===== config.mk =====
export PLATFORM = sky130hd
export DESIGN_NAME = eth_tx_framer
export DESIGN_NICKNAME = d
export VERILOG_FILES = /design/src/rtl/eth_tx_framer.sv
export SDC_FILE = /design/constraint.sdc
export NUM_CORES = 1
export LEC_CHECK = 0
export BUFFER_PORTS_ARGS = -buffer_cell sky130_fd_sc_hd__buf_2
export CAP_MARGIN = 30
export CELL_PAD_IN_SITES_DETAIL_PLACEMENT = 1
export CELL_PAD_IN_SITES_GLOBAL_PLACEMENT = 2
export CORE_MARGIN = 2
export CORE_UTILIZATION = 35
export DETAILED_ROUTE_END_ITERATION = 6
export PLACE_DENSITY = 0.85
export SETUP_SLACK_MARGIN = 0.02
export SLEW_MARGIN = 20
export SYNTH_ARGS = -nofsm -noshare
export SYNTH_HDL_FRONTEND = slang
export SYNTH_SLANG_ARGS = --single-unit

===== constraint.sdc =====
create_clock -name clk125 -period 12.7 [get_ports clk125]
set_clock_uncertainty 0.1 [all_clocks]
set_input_delay 0.635 -clock clk125 [delete_from_list [all_inputs] [get_ports clk125]]
set_output_delay 0.635 -clock clk125 [all_outputs]
set_load 0.01 [all_outputs]

===== src/rtl/eth_tx_framer.sv =====
// Ethernet TX framer: preamble, header with sequence number, buffered payload and FCS,
// sent one byte per clk125 cycle on a DDR nibble bus, followed by an inter-frame gap.
//
// state | meaning
// IDLE  | waiting for a frame request, buf_ready high
// PRE   | 7 x 0x55 then 0xD5
// HDR   | DST_MAC, SRC_MAC, ETYPE, seq low, seq high
// PAY   | PAYLOAD_LEN bytes from the payload buffer
// FCS   | ~CRC32, LSB first
// IFG   | idle gap; with the accept cycle in IDLE it spans IFG byte-times
module eth_tx_framer #(
  parameter int          PAYLOAD_LEN = 1024,
  parameter int          NBUF        = 2,
  parameter logic [47:0] DST_MAC     = 48'h222222222222,
  parameter logic [47:0] SRC_MAC     = 48'h666666666666,
  parameter logic [15:0] ETYPE       = 16'h1919,
  parameter int          IFG         = 12,
  parameter int          RD_LAT      = 1,
  localparam int         SW          = $clog2(NBUF)
) (
  input  logic           clk125,
  input  logic           rstn,
  input  logic           buf_valid,
  input  logic [SW-1:0]  buf_sel,
  output logic           buf_ready,
  output logic [SW+10:0] rd_addr,
  input  logic [7:0]     rd_data,
  output logic           txctl,
  output logic [3:0]     txd,
  output logic [15:0]    seq,
  output logic           frame_done,
  output logic           busy
);

  localparam logic [2:0] S_IDLE = 3'd0;
  localparam logic [2:0] S_PRE  = 3'd1;
  localparam logic [2:0] S_HDR  = 3'd2;
  localparam logic [2:0] S_PAY  = 3'd3;
  localparam logic [2:0] S_FCS  = 3'd4;
  localparam logic [2:0] S_IFG  = 3'd5;

  localparam logic [10:0] LAST_PAY = 11'(PAYLOAD_LEN - 1);
  localparam logic [10:0] LAST_IFG = 11'(IFG - 2);
  localparam logic [10:0] RD_START = 11'(15 - RD_LAT);

  logic [2:0]    state, state_n;
  logic [10:0]   cnt, cnt_n;
  logic [7:0]    txbyte, byte_n;
  logic [SW-1:0] slot;
  logic [31:0]   crc, fcs;
  logic [127:0]  hdr;
  logic          rd_run, rd_start, last_fcs;

  function automatic logic [31:0] crc_byte(input logic [31:0] c, input logic [7:0] d);
    logic [31:0] r;
    r = c;
    for (int i = 0; i < 8; i++)
      r = (r[0] ^ d[i]) ? ((r >> 1) ^ 32'hEDB88320) : (r >> 1);
    return r;
  endfunction

  assign hdr      = {DST_MAC, SRC_MAC, ETYPE, seq[7:0], seq[15:8]};
  assign fcs      = ~crc;
  assign last_fcs = (state == S_FCS) && (cnt == 11'd3);
  assign txd      = clk125 ? txbyte[3:0] : txbyte[7:4];

  always_comb begin
    state_n = state;
    cnt_n   = cnt + 11'd1;
    case (state)
      S_IDLE: begin
        cnt_n = '0;
        if (buf_valid && buf_ready) state_n = S_PRE;
      end
      S_PRE: if (cnt == 11'd7)    begin state_n = S_HDR; cnt_n = '0; end
      S_HDR: if (cnt == 11'd15)   begin state_n = S_PAY; cnt_n = '0; end
      S_PAY: if (cnt == LAST_PAY) begin state_n = S_FCS; cnt_n = '0; end
      S_FCS: if (cnt == 11'd3)    begin state_n = S_IFG; cnt_n = '0; end
      S_IFG: if (cnt == LAST_IFG) begin state_n = S_IDLE; cnt_n = '0; end
      default: begin state_n = S_IDLE; cnt_n = '0; end
    endcase
  end

  // byte_n is what goes on the wire in the cycle after this edge
  always_comb begin
    byte_n = 8'h00;
    case (state_n)
      S_PRE:   byte_n = (cnt_n == 11'd7) ? 8'hD5 : 8'h55;
      S_HDR:   byte_n = hdr[8*(15 - int'(cnt_n[3:0])) +: 8];
      S_PAY:   byte_n = rd_data;
      S_FCS:   byte_n = fcs[8*int'(cnt_n[1:0]) +: 8];
      default: byte_n = 8'h00;
    endcase
  end

  // first payload address goes out RD_LAT+1 cycles before payload byte 0 is on the wire
  assign rd_start = (state_n == S_HDR) && (cnt_n == RD_START);

  always_ff @(posedge clk125) begin
    if (!rstn) begin
      state      <= S_IDLE;
      cnt        <= '0;
      slot       <= '0;
      txctl      <= 1'b0;
      txbyte     <= 8'h00;
      seq        <= 16'h0000;
      frame_done <= 1'b0;
      busy       <= 1'b0;
      buf_ready  <= 1'b0;
      rd_addr    <= '0;
      rd_run     <= 1'b0;
      crc        <= 32'hFFFFFFFF;
    end else begin
      state      <= state_n;
      cnt        <= cnt_n;
      txbyte     <= byte_n;
      txctl      <= state_n inside {S_PRE, S_HDR, S_PAY, S_FCS};
      busy       <= (state_n != S_IDLE);
      buf_ready  <= (state_n == S_IDLE);
      frame_done <= last_fcs;
      if (last_fcs) seq <= seq + 16'd1;

      if (state == S_IDLE && state_n == S_PRE) begin
        slot <= buf_sel;
        crc  <= 32'hFFFFFFFF;
      end else if (state_n == S_HDR || state_n == S_PAY) begin
        crc <= crc_byte(crc, byte_n);
      end

      if (rd_start) begin
        rd_addr <= {slot, 11'd0};
        rd_run  <= 1'b1;
      end else if (rd_run) begin
        if (rd_addr[10:0] == LAST_PAY) rd_run <= 1'b0;
        else rd_addr[10:0] <= rd_addr[10:0] + 11'd1;
      end
    end
  end

endmodule


After elaboration in Yosys (flattened, before gate mapping):

Index checks and enable logic that the tools add are counted.

* shift operators: 2
* reductions and logical operators: 12
* mux-type cells: 27
* bitwise gates (word level): 19
* $add $sub $neg: 4
* eq/ne operators: 17

Operators with widths (count)
* $mux W32: 8
* $shiftx A128 B8 Y8: 1
* $not A13 Y14: 8
* $mux W11: 5
* $pmux W11 S5: 1
* $eq A11 B4 Y1 const B: 3
* $not A32 Y32: 1
* $pmux W8 S4: 1
* $shiftx A32 B6 Y8: 1
* $add A11 B1 Y11 const B: 2
* $eq A11 B10 Y1 const B: 2
* $eq A11 B3 Y1 const B: 2
* $mux W3: 6
* $pmux W3 S6: 1
* $add A16 B1 Y16 const B: 1
* $eq A3 B2 Y1 const B: 4
* $eq A11 B2 Y1 const B: 1
* $eq A3 B3 Y1 const B: 3
* $mux W8: 1
* $xor A1 B1 Y1: 8
* $eq A3 B1 Y1 const B: 2
* $logic_not A3 Y1: 2
* $sub A4 B4 Y5 const A: 1
* $logic_and A1 B1 Y1: 4
* other kinds (8): 12

* logic and storage cells: 94
* bits in registers: 88
* output and inout bits: 36
* input bits: 12

Depth between registers and ports, before layout:

* depth in word-level cells: 22
* mapped depth: 16
* gate-level depth less buffers: 13

==> results.md <==
- Share of cells above drive strength 1: 0.186
- Post-DP HPWL: 12.8 mm
- Setup violations, final: 0
- Slew @ Worst Pin: 0.827 ns
- Post-CTS setup buffers: 0
- Drt total wl: 17.4 mm
- Status: finished clean
- Largest net degree at the start of global routing: 50
- Cell row count: between 40 and 50
- Antenna diodes: 0
- Worst setup EP type: output port
- Cells after Synth: 634
- Initial Util: 0.353
- Die Height: 130 um
- Resized cells post-CTS: 0
- Yosys top cell area share: 0.317
- Final non-filler cell area: about 6400 um2
- Count of different cell masters after synthesis: 90
- Clk_lat worst skew: 0.47 ns
- Main area contributors after synthesis: dfxtp_1, xnor2_1, xor2_1
- I/O Pins: 48
- Unrepaired setup endpoints after global routing: no
- EDFF count, synth: 0
- Syn. warnings: 0
- CP required: 11.97 ns
- Leak: about 0.0025 uW
- Final nets: 690
- Design Power: 738 uW
- Top cell type by total area after synthesis: dfxtp_1
- Starting DRT DRC Count: about 280
- Worst setup SP type: clock port
- Final TNS setup: 0 ns
- Overall Global Routing Usage: 0.221
- Die width: roughly 130 um
- Hold-fix buffers, CTS: 0
- VDD IR-drop max: between 0.00009 and 0.0001 V
- Routed length per instance: roughly 19 um
- IO Port Bufs: 47
- DRC: 0
- Worst Path Arrival: roughly 7 ns
- Slew Viols, Final: 0
- Post-synthesis net count: about 650
- Crit Path Max Fanout: 2
- First-pass DRT Iterations: 4
- Slew HR: 0.446
- Hold WC Path Type: input pin to register
- Worst-path clk slew: ~0.060 ns
- Post-Syn Area per Cell: roughly 9 um2
- ANT nets after route: 0
- WS Path Type: clock port to output port
- Placed cell area: between 5000 and 6000 um2
- Routed vias/inst: roughly 5.5
- Synthesized flop and latch total: just under 90
- Final hold violations: 0
- Initial antenna violation count: 0
- Vias in the first global route: 5278
- Most used DFF post-synth: dfxtp_1
- First-pass GRT wire length: about 28 mm
- Top-count cell post-synth: dfxtp_1
- Core area: ~16000 um2
- Vias post-DR: between 4000 and 5000
- Ys async rst share: 0
- Area grow syn2layout: 14.6%
- Pwr/cell area: 116 nW/um2
- Global placer's final weighted congestion: 0.894
- Hold path depth: 3
- Total gr overflow: 0
- Mapped Area: roughly 5600 um2
- Sequential share of the synthesized area: 0.317
- Worst reg-to-reg path cell count: 14
- Full die area: 16900 um2
- Total of max-cap violations: 0
- Top cells by count, synth: dfxtp_1, nand2_1, xnor2_1
- CTS tree: yes
==> final timing paths <==
kind | endpoint | slack [ns] | start
max reg2reg | crc[20] | 8.04 | cnt[0]
min reg2reg | slot | 0.37 | slot
min | slot | 0.32 | buf_sel
max | txd[1] | 4.93 | clk125
==> metrics by stage <==
step / hold WS, ns / util / instances / setup slack, ns
finish: 0.324 / 0.405 / 894 / 4.93
CTS: 0.313 / 0.405 / 894 / 4.92
global placement: 0.356 / 0.378 / 873 / 5.24
detailed placement: 0.368 / 0.378 / 874 / 5.24
global route: 0.327 / 0.405 / 894 / 4.92
floorplan: 0.343 / - / 634 / 5.34
==> critical path: stages <==
cell and delay [ns]:
clkbuf_16 0.13, clkbuf_16 0.14, mux2_2 0.27, buf_2 0.14
==> metal layers <==
layer | up-vias | routed length, um | track usage
met5 | - | 0 | 0
met2 | 84 | 8450 | 0.370
met1 | 2422 | 7880 | 0.270
li1 | 2351 | - | -
met3 | 36 | 522 | 0.0554
met4 | 0 | 537 | 0.0949
==> placed cells by master (no fill, tap or decap), types with 5 or more instances in the layout <==
cell type / instances
dfxtp_1: 88
nand2_1: 54
xnor2_1: 53
buf_2: 48
nor2_1: 38
a21oi_1: 38
o21ai_0: 33
xor2_1: 27
nand3_1: 20
and2_1: 20
inv_1: 16
nor3_1: 14
o211ai_1: 14
or3_1: 13
clkbuf_16: 13
o21ai_1: 12
nor2b_1: 11
mux2_2: 9
a21boi_0: 8
mux2i_1: 8
and3_1: 7
a22oi_1: 6
nand4_1: 6
nor3b_1: 5
nor4_1: 5
o21a_1: 5
ha_1: 5
==> flip-flops by register name (all words and copies together) (netlist names), 3 cells and up <==
name     cells
txbyte       8
cnt         11
crc         32
rd_addr     12
seq         16
state        3
==> final cells by class <==
type	instances	area, um2
Clock buffer	19	373
Clock inverter	5	61.3
Fill cell	1851	9350
Inverter	16	60.1
Multi-Input combinational cell	503	3590
Sequential cell	88	1760
Tap cell	216	270
Timing Repair Buffer	47	243
==> logic make-up (layout without fill, tap and decap cells) <==
logic type / after synthesis / count (layout) / synth area share
AO/OA/AOI/OAI: 161 / 161 / 0.206
XOR/XNOR: 89 / 89 / 0.161
adder cells (fa/ha/maj): 5 / 5 / 0.0113
buffers and inverters: 43 / 87 / 0.0379
flip-flops: 88 / 88 / 0.317
multiplexers: 18 / 18 / 0.0367
AND/OR/NAND/NOR: 230 / 230 / 0.230
==> where the power goes <==
part	leakage (uW)	switching [uW]	internal, uW
sequential	0.000712	1.75	278
combinational	0.00151	55.4	38.3
clock	0.000249	139	225
total	0.00247	196	542
(Power assumes the default switching activity.)
